<file path="config.mk">
export PLATFORM = sky130hd
export DESIGN_NAME = ram_arbiter_flat
export DESIGN_NICKNAME = d
export VERILOG_FILES = /design/src/rtl/ram_arbiter_if.sv /design/src/rtl/ram_arbiter.sv /design/src/flat_wrapper.sv
export SDC_FILE = /design/constraint.sdc
export NUM_CORES = 1
export LEC_CHECK = 0
export CORE_AREA = 2 2 134 234
export DETAILED_ROUTE_END_ITERATION = 16
export DIE_AREA = 0 0 136 236
export DONT_BUFFER_PORTS = 1
export HOLD_SLACK_MARGIN = 0.08
export PLACE_DENSITY_LB_ADDON = 0.15
export SLEW_MARGIN = 5
export SYNTH_ARGS = -nofsm -noshare
export SYNTH_HDL_FRONTEND = slang
export SYNTH_SLANG_ARGS = --single-unit
</file>
<file path="constraint.sdc">
create_clock -name clk -period 5.4 [get_ports clk]
set_input_delay 1.62 -clock clk [delete_from_list [all_inputs] [get_ports clk]]
set_output_delay 1.62 -clock clk [all_outputs]
set_load 0.05 [all_outputs]
</file>
<file path="src/rtl/ram_arbiter_if.sv">
// Client request/response and byte-wide RAM/IO bus bundle for ram_arbiter.
// The arbiter connects through slave; the CPU clients and RAM connect through master.
interface ram_arbiter_if;
    logic        rdy;
    logic        if_req;
    logic [31:0] if_addr;
    logic        if_done;
    logic [31:0] if_data;
    logic        mem_req;
    logic        mem_we;
    logic [1:0]  mem_size;
    logic [31:0] mem_addr;
    logic [31:0] mem_wdata;
    logic        mem_done;
    logic [31:0] mem_rdata;
    logic [7:0]  ram_din;
    logic [7:0]  ram_dout;
    logic [31:0] ram_a;
    logic        ram_wr;
    logic        busy;

    modport slave (
        input  rdy, if_req, if_addr, mem_req, mem_we, mem_size, mem_addr, mem_wdata, ram_din,
        output if_done, if_data, mem_done, mem_rdata, ram_dout, ram_a, ram_wr, busy
    );

    modport master (
        output rdy, if_req, if_addr, mem_req, mem_we, mem_size, mem_addr, mem_wdata, ram_din,
        input  if_done, if_data, mem_done, mem_rdata, ram_dout, ram_a, ram_wr, busy
    );
endinterface

</file>
<file path="src/rtl/ram_arbiter.sv">
// Byte-serial scheduler granting IF or MEM access to one 8-bit RAM/IO bus,
// assembling little-endian read words and honouring rdy pauses with read replay.
module ram_arbiter #(
    parameter int unsigned MEM_FIRST = 1
) (
    input  logic          clk,
    input  logic          rst,
    ram_arbiter_if.slave  bus
);
    typedef enum logic [1:0] {IDLE, ISSUE, DRAIN, DONE} state_t;

    state_t      state;
    logic [1:0]  idx;
    logic [1:0]  last;
    logic        owner_mem;
    logic        we;
    logic [31:0] base;
    logic [31:0] wdata;
    logic [31:0] asm_q;
    logic        replay;
    logic [31:0] replay_a;
    logic [31:0] a_q;
    logic        wr_q;
    logic [7:0]  dout_q;
    logic        if_done_q;
    logic        mem_done_q;
    logic [31:0] if_data_q;
    logic [31:0] mem_rdata_q;

    logic        mem_win;
    logic        grant;
    logic [1:0]  req_last;
    logic [1:0]  cap_idx;
    logic [1:0]  idx_p1;
    logic        replay_start;
    logic [31:0] asm_cap;

    assign mem_win      = bus.mem_req && ((MEM_FIRST != 0) || !bus.if_req);
    assign grant        = bus.mem_req || bus.if_req;
    assign cap_idx      = (state == DRAIN) ? last : (idx - 2'd1);
    assign idx_p1       = idx + 2'd1;
    // The RAM pipeline loses the outstanding read byte across a pause
    assign replay_start = ((state == ISSUE) && !we && (idx != 2'd0)) || (state == DRAIN);

    always_comb begin
        req_last = 2'd3;
        if (mem_win) begin
            case (bus.mem_size)
                2'd0:    req_last = 2'd0;
                2'd1:    req_last = 2'd1;
                default: req_last = 2'd3;
            endcase
        end
    end

    always_comb begin
        asm_cap = asm_q;
        asm_cap[{cap_idx, 3'b000} +: 8] = bus.ram_din;
    end

    always_ff @(posedge clk) begin
        if (rst) begin
            state       <= IDLE;
            idx         <= 2'd0;
            last        <= 2'd0;
            owner_mem   <= 1'b0;
            we          <= 1'b0;
            base        <= 32'd0;
            wdata       <= 32'd0;
            asm_q       <= 32'd0;
            replay      <= 1'b0;
            replay_a    <= 32'd0;
            a_q         <= 32'd0;
            wr_q        <= 1'b0;
            dout_q      <= 8'd0;
            if_done_q   <= 1'b0;
            mem_done_q  <= 1'b0;
            if_data_q   <= 32'd0;
            mem_rdata_q <= 32'd0;
        end else if (!bus.rdy) begin
            if (replay_start) begin
                replay   <= 1'b1;
                replay_a <= base + 32'(cap_idx);
            end
        end else if (replay) begin
            replay <= 1'b0;
        end else begin
            case (state)
                IDLE: begin
                    if (grant) begin
                        state     <= ISSUE;
                        idx       <= 2'd0;
                        last      <= req_last;
                        owner_mem <= mem_win;
                        we        <= mem_win && bus.mem_we;
                        base      <= mem_win ? bus.mem_addr : bus.if_addr;
                        wdata     <= bus.mem_wdata;
                        asm_q     <= 32'd0;
                        a_q       <= mem_win ? bus.mem_addr : bus.if_addr;
                        wr_q      <= mem_win && bus.mem_we;
                        dout_q    <= (mem_win && bus.mem_we) ? bus.mem_wdata[7:0] : 8'd0;
                    end
                end
                ISSUE: begin
                    if (!we && (idx != 2'd0)) begin
                        asm_q <= asm_cap;
                    end
                    if (idx == last) begin
                        a_q    <= 32'd0;
                        wr_q   <= 1'b0;
                        dout_q <= 8'd0;
                        if (we) begin
                            state       <= DONE;
                            mem_done_q  <= 1'b1;
                            mem_rdata_q <= asm_q;
                        end else begin
                            state <= DRAIN;
                        end
                    end else begin
                        idx    <= idx_p1;
                        a_q    <= base + 32'(idx_p1);
                        wr_q   <= we;
                        dout_q <= we ? wdata[{idx_p1, 3'b000} +: 8] : 8'd0;
                    end
                end
                DRAIN: begin
                    state <= DONE;
                    asm_q <= asm_cap;
                    if (owner_mem) begin
                        mem_done_q  <= 1'b1;
                        mem_rdata_q <= asm_cap;
                    end else begin
                        if_done_q <= 1'b1;
                        if_data_q <= asm_cap;
                    end
                end
                DONE: begin
                    state      <= IDLE;
                    if_done_q  <= 1'b0;
                    mem_done_q <= 1'b0;
                end
                default: state <= IDLE;
            endcase
        end
    end

    // A pause suppresses writes and done pulses in the cycle it is seen
    assign bus.ram_a     = (replay && bus.rdy) ? replay_a : a_q;
    assign bus.ram_wr    = wr_q && bus.rdy;
    assign bus.ram_dout  = dout_q;
    assign bus.if_done   = if_done_q && bus.rdy;
    assign bus.mem_done  = mem_done_q && bus.rdy;
    assign bus.if_data   = if_data_q;
    assign bus.mem_rdata = mem_rdata_q;
    assign bus.busy      = (state != IDLE);
endmodule

</file>
<file path="src/flat_wrapper.sv">
// flat-port wrapper written by rule: the top's interface ports become plain ports
module ram_arbiter_flat 
#(
    parameter int unsigned MEM_FIRST = 1
)
  (clk, rst, bus_rdy, bus_if_req, bus_if_addr, bus_mem_req, bus_mem_we, bus_mem_size, bus_mem_addr, bus_mem_wdata, bus_ram_din, bus_if_done, bus_if_data, bus_mem_done, bus_mem_rdata, bus_ram_dout, bus_ram_a, bus_ram_wr, bus_busy);
  ram_arbiter_if bus_i ();
  input  logic clk;
  input  logic rst;
  input wire logic [$bits(bus_i.rdy)-1:0] bus_rdy;
  input wire logic [$bits(bus_i.if_req)-1:0] bus_if_req;
  input wire logic [$bits(bus_i.if_addr)-1:0] bus_if_addr;
  input wire logic [$bits(bus_i.mem_req)-1:0] bus_mem_req;
  input wire logic [$bits(bus_i.mem_we)-1:0] bus_mem_we;
  input wire logic [$bits(bus_i.mem_size)-1:0] bus_mem_size;
  input wire logic [$bits(bus_i.mem_addr)-1:0] bus_mem_addr;
  input wire logic [$bits(bus_i.mem_wdata)-1:0] bus_mem_wdata;
  input wire logic [$bits(bus_i.ram_din)-1:0] bus_ram_din;
  output wire logic [$bits(bus_i.if_done)-1:0] bus_if_done;
  output wire logic [$bits(bus_i.if_data)-1:0] bus_if_data;
  output wire logic [$bits(bus_i.mem_done)-1:0] bus_mem_done;
  output wire logic [$bits(bus_i.mem_rdata)-1:0] bus_mem_rdata;
  output wire logic [$bits(bus_i.ram_dout)-1:0] bus_ram_dout;
  output wire logic [$bits(bus_i.ram_a)-1:0] bus_ram_a;
  output wire logic [$bits(bus_i.ram_wr)-1:0] bus_ram_wr;
  output wire logic [$bits(bus_i.busy)-1:0] bus_busy;
  assign bus_i.rdy = bus_rdy;
  assign bus_i.if_req = bus_if_req;
  assign bus_i.if_addr = bus_if_addr;
  assign bus_i.mem_req = bus_mem_req;
  assign bus_i.mem_we = bus_mem_we;
  assign bus_i.mem_size = bus_mem_size;
  assign bus_i.mem_addr = bus_mem_addr;
  assign bus_i.mem_wdata = bus_mem_wdata;
  assign bus_i.ram_din = bus_ram_din;
  assign bus_if_done = bus_i.if_done;
  assign bus_if_data = bus_i.if_data;
  assign bus_mem_done = bus_i.mem_done;
  assign bus_mem_rdata = bus_i.mem_rdata;
  assign bus_ram_dout = bus_i.ram_dout;
  assign bus_ram_a = bus_i.ram_a;
  assign bus_ram_wr = bus_i.ram_wr;
  assign bus_busy = bus_i.busy;
  ram_arbiter #(.MEM_FIRST(MEM_FIRST)) u_core (.clk(clk), .rst(rst), .bus(bus_i));
endmodule
</file>
==> reports/results.txt, run 1 <==
Clock Path Buffers - 3
Crit. End Element - output pin
Routed WL per cell - 21.1 um
RePlAce Congestion - 0.877
vias post-DR - 9,976
period utilisation layout - 78.8%
post-synthesis sequential area ratio - 41.1%
ys flop type - dfxtp_1
Cells on Worst Hold Path - 2
die width - 136 um
relative slew slack - 27.2%
row count - 85
Worst Reg-to-Reg Cells - 10
CORE AREA - 30,400 um^2
Hold WC Path Type - reg2reg
syn_nets - 1,542
CP arrival - 2.64 ns
main combinational cell family by area after synthesis - compound AO/OA/AOI/OAI gates
Post-CTS Resized - 0
most common cell in the netlist - dfxtp_1
Syn Area/Cell - 8.41 um^2
CTS buffer count - 25
mapped cell area - 11,900 um^2
DRT antenna net count - 0
Pre-Repair DR Iteration Count - 4
TritonCTS clock tree - yes
skew final - 0.00856 ns
synth top area cells - dfxtp_1 (41%), a21oi_1 (7.0%), nor2_1 (5.7%)
fmax - 235 MHz
die height - 236 um
Nets - 1,458
Register Area - 4880 um^2
area occupied by multi-input gates - 6430 um^2
DP Area - 12,000 um^2
critical path type - in2out
buffer count from post-CTS setup fixing - 0
Via density - 5.73
Final setup viols - 0
Clock transition at path regs - 0.06 ns
Fin. Hold Viols - 0
RSZ-0062 raised after global routing - false
DRT iter0 DRCs - 405
CTS H-tree depth - 1
setup tns final - 0 ns
compound-gate portion of the synthesized area - 22.4%
status - finished clean
hold path endpoint - u_core.wdata[25]$_SDFFE_PP0P_
setup ws final - 1.14 ns
Final min period - 4.26 ns
HPWL after DPL - 25.1 mm
Total GRT Usage - 22.6%
Req. time, crit path - 3.78 ns
filler instances - 3,142
cells after synthesis - 1,414
Synth area leader - dfxtp_1
max-slew violation count - 0
Commonest cells post-synth - dfxtp_1 (244), nor2_1 (179), a21oi_1 (166)
final instance area - 12,800 um^2
vias in the first global route - 9,790
clock latency on the worst-skew pair - 0.54 ns
DRC Markers - 0
Final Power - 4.83 mW
Async S/R FF share, synth - 0%
DP Worst Slack - 1.14 ns
Congestion Overflow GR - 0
first-pass GRT wire length - 56.6 mm
worst vdd rail ir drop - 0.248 mV
starting density of the core - 39.1%
cell area power density - 377 nW/um^2
Area Growth Syn to Fin - 7.86%
Routed WL - 36.8 mm
# IOs - 220
Post-synth EDFFs - 0
initial antenna violation count - 2
Post-Synth XOR/XNOR Area - 3.76%
RR Endpoint - u_core.asm_q[30]$_SDFFE_PP0P_
post-synthesis register bit count - 244
Synth Area in Simple Gates - 18.2%
post-synth top area share - 41.1%
share of cells above drive strength 1 - 8.53%
Register-to-Register Setup Slack - 1.44 ns
Buffers on Ports - 0
CTS sink count - 244
critical path peak fanout - 32
YS warnings - 0
hold buffers post-CTS - 0
hold_sp - u_core.wdata[25]$_SDFFE_PP0P_
adder-cell share of the synthesized area - 1.81%
max_cap viols - 0
largest net degree at the start of global routing - 167
Worst-Margin Slew - 1.08 ns
fraction of synthesized area in multiplexers - 7.66%
post-synth cell types - 62
startpoint type of the worst setup path - input pin
Die ar. - 32,100 um^2
reg2reg start - u_core.idx[0]$_SDFFE_PP0P_
root buffer cell - clkbuf_16
P_leak - 4.40 nW
## logic make-up (layout without fill, tap and decap cells)
logic type / after synthesis / count (layout)
AND/OR/NAND/NOR: 454 / 454
adder cells (fa/ha/maj): 16 / 16
AO/OA/AOI/OAI: 425 / 425
multiplexers: 77 / 77
buffers and inverters: 147 / 81
other: 0 / 2
XOR/XNOR: 51 / 51
flip-flops: 244 / 244
## power by group
part | switching, mW | internal [mW]
registers | 0.237 | 1.94
logic | 0.652 | 0.279
clock network | 0.761 | 0.961
## through the flow
stage / hold slack [ns] / utilization (%) / std cells
finish: 0.452 / 42.2 / 1741
global route: 0.469 / 42.2 / 1741
floorplan: 0.433 / - / 1414
detailed placement: 0.442 / 39.5 / 1694
CTS: 0.450 / 42.1 / 1739
global placement: 0.435 / 39.5 / 1694
## worst max-delay path by stage
stage / from / to / cells past startpoint
floorplan: bus_rdy / bus_ram_a[10] / 3
global placement: bus_rdy / bus_ram_a[30] / 3
detailed placement: bus_rdy / bus_ram_a[30] / 3
CTS: bus_rdy / bus_ram_a[30] / 3
global route: u_core.idx[0]$_SDFFE_PP0P_ / u_core.asm_q[25]$_SDFFE_PP0P_ / 11
finish: bus_rdy / bus_ram_a[30] / 3
## state kept, by name (all words and copies together), names as in the netlist, 2 cells and up
| register | count |
|---|---|
| u_core.replay_a | 32 |
| u_core.a_q | 32 |
| u_core.bus.mem_rdata | 32 |
| u_core.bus.if_data | 32 |
| u_core.base | 32 |
| u_core.wdata | 32 |
| u_core.bus.ram_dout | 8 |
| u_core.last | 2 |
| u_core.asm_q | 32 |
| u_core.state | 2 |
| u_core.idx | 2 |
## area by class of cell
| cell class | count | area share [%] |
|---|---|---|
| well taps | 391 | 3.82 |
| flip-flops and latches | 244 | 38.1 |
| multi-input cells | 1023 | 50.1 |
| clock buffers | 35 | 5.48 |
| repair buffers | 19 | 1.21 |
| inverters | 17 | 0.498 |
| diodes | 2 | 0.0390 |
| clock inverters | 10 | 0.712 |
## layer usage
metal	wire [um]	vias to the layer above	global-route usage (%)
li1	-	4895	-
met1	13900	4713	24.7
met2	19600	285	41.9
met3	1600	83	2.66
met4	1730	0	11.4
met5	0	-	0
## worst max-delay path, cell delays in order
cell	delay, ns
nand2_1	0.04
buf_4	0.42
mux2_2	0.52
## layout by cell type, fill, tap and decap left out, types with 8 or more instances in the layout
cell type / instances
dfxtp_1: 244
nor2_1: 177
a21oi_1: 165
nand2_1: 101
a211oi_1: 81
o21ai_0: 80
nor3_1: 39
mux2i_1: 37
xor2_1: 33
mux2_2: 32
a22o_1: 32
nor2b_1: 27
clkbuf_16: 25
nand2b_1: 21
nand4_1: 21
nand3_1: 21
xnor2_1: 18
buf_4: 18
inv_1: 16
a41oi_1: 16
ha_1: 13
nor4_1: 10
a22oi_1: 10
mux4_2: 8
a32oi_1: 8
Note: power is estimated with default switching activity, not from simulation.
==> run 2, diff against run 1 <==
- clock period: 5.4 -> 3.5 ns (I/O delays scaled with it)
==> run 2 against run 1 <==
  * Clock power grew 49%
  * Cell area increased by 1.0%
  * Sequential power increased by 54%
  * Sequential share of layout area decreased by 0.38 points
  * Critical endpoint is now u_core.replay_a[29]$_SDFFE_PP0P_
  * Largest power group unchanged
==> reports/results.txt, run 2 (synthesized netlist as in run 1, its figures left out) <==
status - finished clean
CP arrival - 3.56 ns
Post-CTS Resized - 0
initial antenna violation count - 0
buffer count from post-CTS setup fixing - 0
final instance area - 12,900 um^2
crit path cell chain - inv_1 -> ha_2 -> or2_2 -> nand2_1 -> ha_1 -> a21oi_1 -> nor4_4 -> buf_4 -> nand4_1 -> xor2_1 -> a211oi_1
CTS buffer count - 25
Clock Path Buffers - 3
Nets - 1,471
DRT iter0 DRCs - 453
share of cells above drive strength 1 - 9.34%
Crit. End Element - flip-flop
WP buf/inv - 2
DRC Markers - 0
Hold WC Path Type - reg2reg
die height - 236 um
fmax - 322 MHz
Routed WL - 36.8 mm
Slowest cell on crit path - or2_2
Clock transition at path regs - 0.06 ns
# IOs - 220
hold_sp - u_core.wdata[24]$_SDFFE_PP0P_
largest net degree at the start of global routing - 167
Clk network pwr share - 34.7%
Routed WL per cell - 21.0 um
die width - 136 um
Req. time, crit path - 3.95 ns
worst vdd rail ir drop - 0.343 mV
period utilisation layout - 88.7%
critical path peak fanout - 13
RePlAce Congestion - 0.874
Worst Reg-to-Reg Cells - 11
setup tns final - 0 ns
Register-to-Register Setup Slack - 0.39 ns
CTS sink count - 244
row count - 85
Fin. Hold Viols - 0
RR Endpoint - u_core.replay_a[29]$_SDFFE_PP0P_
Die ar. - 32,100 um^2
vias post-DR - 9,969
Pre-Repair DR Iteration Count - 5
CP startpoint - u_core.state[0]$_SDFFE_PP0P_
Area Growth Syn to Fin - 8.94%
HPWL after DPL - 25.2 mm
Cells on Worst Hold Path - 2
root buffer cell - clkbuf_16
Antenna Cells - 0
cell area power density - 572 nW/um^2
TritonCTS clock tree - yes
Via density - 5.69
critical path type - reg2reg
leading cell type in the layout, fill and taps excluded - dfxtp_1
switching share of power - 34.0%
top cell family by delay on the critical path - simple AND/OR/NAND/NOR gates
sequential power share - 45.3%
most frequent cells in the layout - dfxtp_1 (244), nor2_1 (177), a21oi_1 (165)
clock latency on the worst-skew pair - 0.54 ns
Comb pwr share - 20.0%
RSZ-0062 raised after global routing - false
Worst-Margin Slew - 0.789 ns
reg2reg start - u_core.state[0]$_SDFFE_PP0P_
CTS H-tree depth - 1
hold path endpoint - u_core.wdata[24]$_SDFFE_PP0P_
vias in the first global route - 9,382
DRT antenna net count - 0
Final setup viols - 0
Buffers on Ports - 0
Total GRT Usage - 22.3%
skew final - 0.0112 ns
P_int - 4.89 mW
Congestion Overflow GR - 0
starting density of the core - 39.1%
P_sw - 2.52 mW
hold buffers post-CTS - 0
startpoint type of the worst setup path - flip-flop
P_leak - 4.48 nW
relative slew slack - 47.4%
CORE AREA - 30,400 um^2
max-slew violation count - 0
first-pass GRT wire length - 55.8 mm
DP Area - 12,200 um^2
max_cap viols - 0
Final min period - 3.11 ns
CP max stage delay - 0.40 ns
## run 2: how the worst max path moves through the flow
stage,to,slack [ns],depth (start not counted)
after detailed placement,u_core.replay_a[29]$_SDFFE_PP0P_,0.44,11
after CTS,u_core.replay_a[29]$_SDFFE_PP0P_,0.40,11
final,u_core.replay_a[29]$_SDFFE_PP0P_,0.39,11
after floorplan,u_core.a_q[18]$_SDFFE_PP0P_,0.004,11
after global placement,u_core.a_q[26]$_SDFFE_PP0P_,0.50,9
after global routing,u_core.asm_q[17]$_SDFFE_PP0P_,0.18,11
## run 2: power groups by stage
stage	Clock [mW]	Sequential, mW	Combinational (mW)
2_1_floorplan	0	3.28	1.26
3_3_place_gp	0	3.41	1.48
3_5_place_dp	0	3.42	1.49
4_1_cts	2.64	3.35	1.50
5_1_grt	2.74	3.39	1.63
6_report	2.57	3.36	1.48
## run 2: layout make-up
class | instances | area, um^2
multi-input cells | 1023 | 6430
clock buffers | 36 | 717
well taps | 391 | 489
inverters | 17 | 63.8
flip-flops and latches | 244 | 4880
fillers | 3085 | 17500
repair buffers | 32 | 315
clock inverters | 8 | 50.0
## run 2: worst register-to-register path, stage by stage, from the launching register on
cell	delay [ns]
dfxtp_1	0.37
inv_1	0.10
ha_2	0.29
or2_2	0.40
nand2_1	0.21
ha_1	0.26
a21oi_1	0.25
nor4_4	0.36
buf_4	0.25
nand4_1	0.13
xor2_1	0.18
a211oi_1	0.23
## run 2: routing by layer
| layer | GRT usage, % | share of wire [%] | routed length (um) | up-vias |
|---|---|---|---|---|
| met3 | 3.14 | 4.6 | 1710 | 64 |
| met1 | 24.8 | 38 | 14000 | 4743 |
| met2 | 42.2 | 54 | 20000 | 246 |
| met4 | 7.92 | 3.1 | 1140 | 0 |
| li1 | - | - | - | 4916 |
| met5 | 0 | 0 | 0 | - |
## run 2: stage by stage
step / hold WS (ns) / util [%] / worst slack [ns] / power (mW) / std cells
CTS: 0.448 / 42.6 / 0.402 / 7.49 / 1751
detailed placement: 0.439 / 40.0 / 0.442 / 4.91 / 1707
global route: 0.465 / 42.6 / 0.175 / 7.75 / 1751
finish: 0.452 / 42.6 / 0.395 / 7.40 / 1751
global placement: 0.435 / 40.0 / 0.497 / 4.89 / 1707
floorplan: 0.433 / - / 0.00445 / 4.54 / 1414
==> run 3, diff against run 2 <==
- RECOVER_POWER: default -> 100
==> run 3 against run 2 <==
  * Count of clock-buffer cells in the layout unchanged
  * Clock power hardly changed
  * Hold slack is essentially flat
  * Die area unchanged
  * Global-route usage unchanged
  * Critical path depth stayed put
  * Critical endpoint unchanged
==> reports/results.txt, run 3 (synthesized netlist as in run 1, its figures left out) <==
status - finished clean
first-pass GRT wire length - 55.8 mm
Worst-Margin Slew - 1.26 ns
Total GRT Usage - 22.3%
Clock transition at path regs - 0.06 ns
WP buf/inv - 2
CTS sink count - 244
Comb pwr share - 19.6%
Slowest cell on crit path - nor4_2
critical path peak fanout - 13
switching share of power - 34.0%
RSZ-0062 raised after global routing - false
Fin. Hold Viols - 0
setup tns final - 0 ns
Buffers on Ports - 0
Crit. End Element - flip-flop
largest net degree at the start of global routing - 167
CP max stage delay - 0.53 ns
Routed WL - 36.8 mm
row count - 85
P_sw - 2.51 mW
buffer count from post-CTS setup fixing - 0
sequential power share - 45.6%
cell area power density - 572 nW/um^2
P_int - 4.86 mW
Req. time, crit path - 3.95 ns
Via density - 5.67
most frequent cells in the layout - dfxtp_1 (244), nor2_1 (177), a21oi_1 (165)
critical path type - reg2reg
reg2reg start - u_core.state[0]$_SDFFE_PP0P_
initial antenna violation count - 0
relative slew slack - 16.3%
Congestion Overflow GR - 0
Register-to-Register Setup Slack - 0.19 ns
Worst setup endpoint - u_core.replay_a[29]$_SDFFE_PP0P_
Worst Reg-to-Reg Cells - 11
Routed WL per cell - 21.0 um
Die ar. - 32,100 um^2
crit path cell chain - inv_1 -> ha_2 -> or2_2 -> nand2_1 -> ha_1 -> a21oi_1 -> nor4_2 -> buf_4 -> nand4_1 -> xor2_1 -> a211oi_1
Antenna Cells - 0
CP startpoint - u_core.state[0]$_SDFFE_PP0P_
Pre-Repair DR Iteration Count - 5
Final min period - 3.31 ns
HPWL after DPL - 25.2 mm
max-slew violation count - 0
fmax - 302 MHz
CTS H-tree depth - 1
P_leak - 4.45 nW
starting density of the core - 39.1%
Crit path depth - 11
vias in the first global route - 9,382
leading cell type in the layout, fill and taps excluded - dfxtp_1
Hold WC Path Type - reg2reg
RePlAce Congestion - 0.874
skew final - 0.0116 ns
DRT antenna net count - 0
hold buffers post-CTS - 0
vias post-DR - 9,936
Area Growth Syn to Fin - 8.29%
DRC Markers - 0
# IOs - 220
worst vdd rail ir drop - 0.346 mV
Clk network pwr share - 34.9%
clock latency on the worst-skew pair - 0.54 ns
RR Endpoint - u_core.replay_a[29]$_SDFFE_PP0P_
period utilisation layout - 94.5%
startpoint type of the worst setup path - flip-flop
CORE AREA - 30,400 um^2
Nets - 1,471
die height - 236 um
CP arrival - 3.75 ns
Post-CTS Resized - 0
die width - 136 um
Clock Path Buffers - 3
CTS buffer count - 25
final hold slack - 0.452 ns
share of cells above drive strength 1 - 6.40%
TritonCTS clock tree - yes
top cell family by delay on the critical path - simple AND/OR/NAND/NOR gates
max_cap viols - 0
Final setup viols - 0
root buffer cell - clkbuf_16
DRT iter0 DRCs - 433
## run 3: changes by cell type in the layout (fill, tap and decap cells not counted), moves of 3 or more
cell,before,now
and2_1,6,3
clkbuf_1,6,10
clkbuf_2,0,5
mux2_2,32,0
and2_0,0,3
buf_4,26,17
mux2_1,0,32
## run 3: power by group through the flow
stage,logic [mW],registers (mW),clock network [mW]
4_1_cts,1.50,3.35,2.64
3_5_place_dp,1.49,3.42,0
5_1_grt,1.59,3.39,2.74
2_1_floorplan,1.26,3.28,0
3_3_place_gp,1.48,3.41,0
6_report,1.44,3.36,2.57
## run 3: final cells by class
type	instances	area (um^2)
inverter	17	63.8
sequential	244	4880
multi-input combinational	1023	6390
fill	3095	17500
clock inverter	8	50.0
timing repair buffer	32	275
clock buffer	36	717
tap	391	489
## run 3: worst min path at each step
stage	start	end	slack [ns]	cells after the start
6_report	u_core.wdata[24]$_SDFFE_PP0P_	u_core.wdata[24]$_SDFFE_PP0P_	0.45	2
5_1_grt	u_core.wdata[17]$_SDFFE_PP0P_	u_core.wdata[17]$_SDFFE_PP0P_	0.46	2
4_1_cts	u_core.wdata[27]$_SDFFE_PP0P_	u_core.wdata[27]$_SDFFE_PP0P_	0.45	2
3_5_place_dp	u_core.wdata[24]$_SDFFE_PP0P_	u_core.wdata[24]$_SDFFE_PP0P_	0.44	2
3_3_place_gp	u_core.wdata[7]$_SDFFE_PP0P_	u_core.wdata[7]$_SDFFE_PP0P_	0.44	2
2_1_floorplan	u_core.wdata[24]$_SDFFE_PP0P_	u_core.wdata[24]$_SDFFE_PP0P_	0.43	2
## run 3: metrics by stage
stage               instance area [um^2]  total power [mW]  setup WS, ns  std cells  utilization (%)
finish                             12900              7.36         0.194       1751             42.3
global route                       12900              7.72        0.0899       1751             42.3
CTS                                12900              7.49         0.402       1751             42.6
detailed placement                 12200              4.91         0.442       1707             40.0
global placement                   12200              4.89         0.497       1707             40.0
floorplan                          11900              4.54       0.00445       1414                -
## run 3: routing by layer
metal | global-route usage (%) | routed length [um] | vias to the layer above
li1 | - | - | 4922
met1 | 24.8 | 13900 | 4694
met2 | 42.2 | 19900 | 254
met3 | 3.14 | 1740 | 66
met4 | 7.92 | 1190 | 0
met5 | 0 | 0 | -
## run 3: tightest hold or removal path, delay by kind of cell, from the launching register on
kind	cells	cell delay, ns
compound gates	1	0.05
flops	1	0.31
simple gates	1	0.05
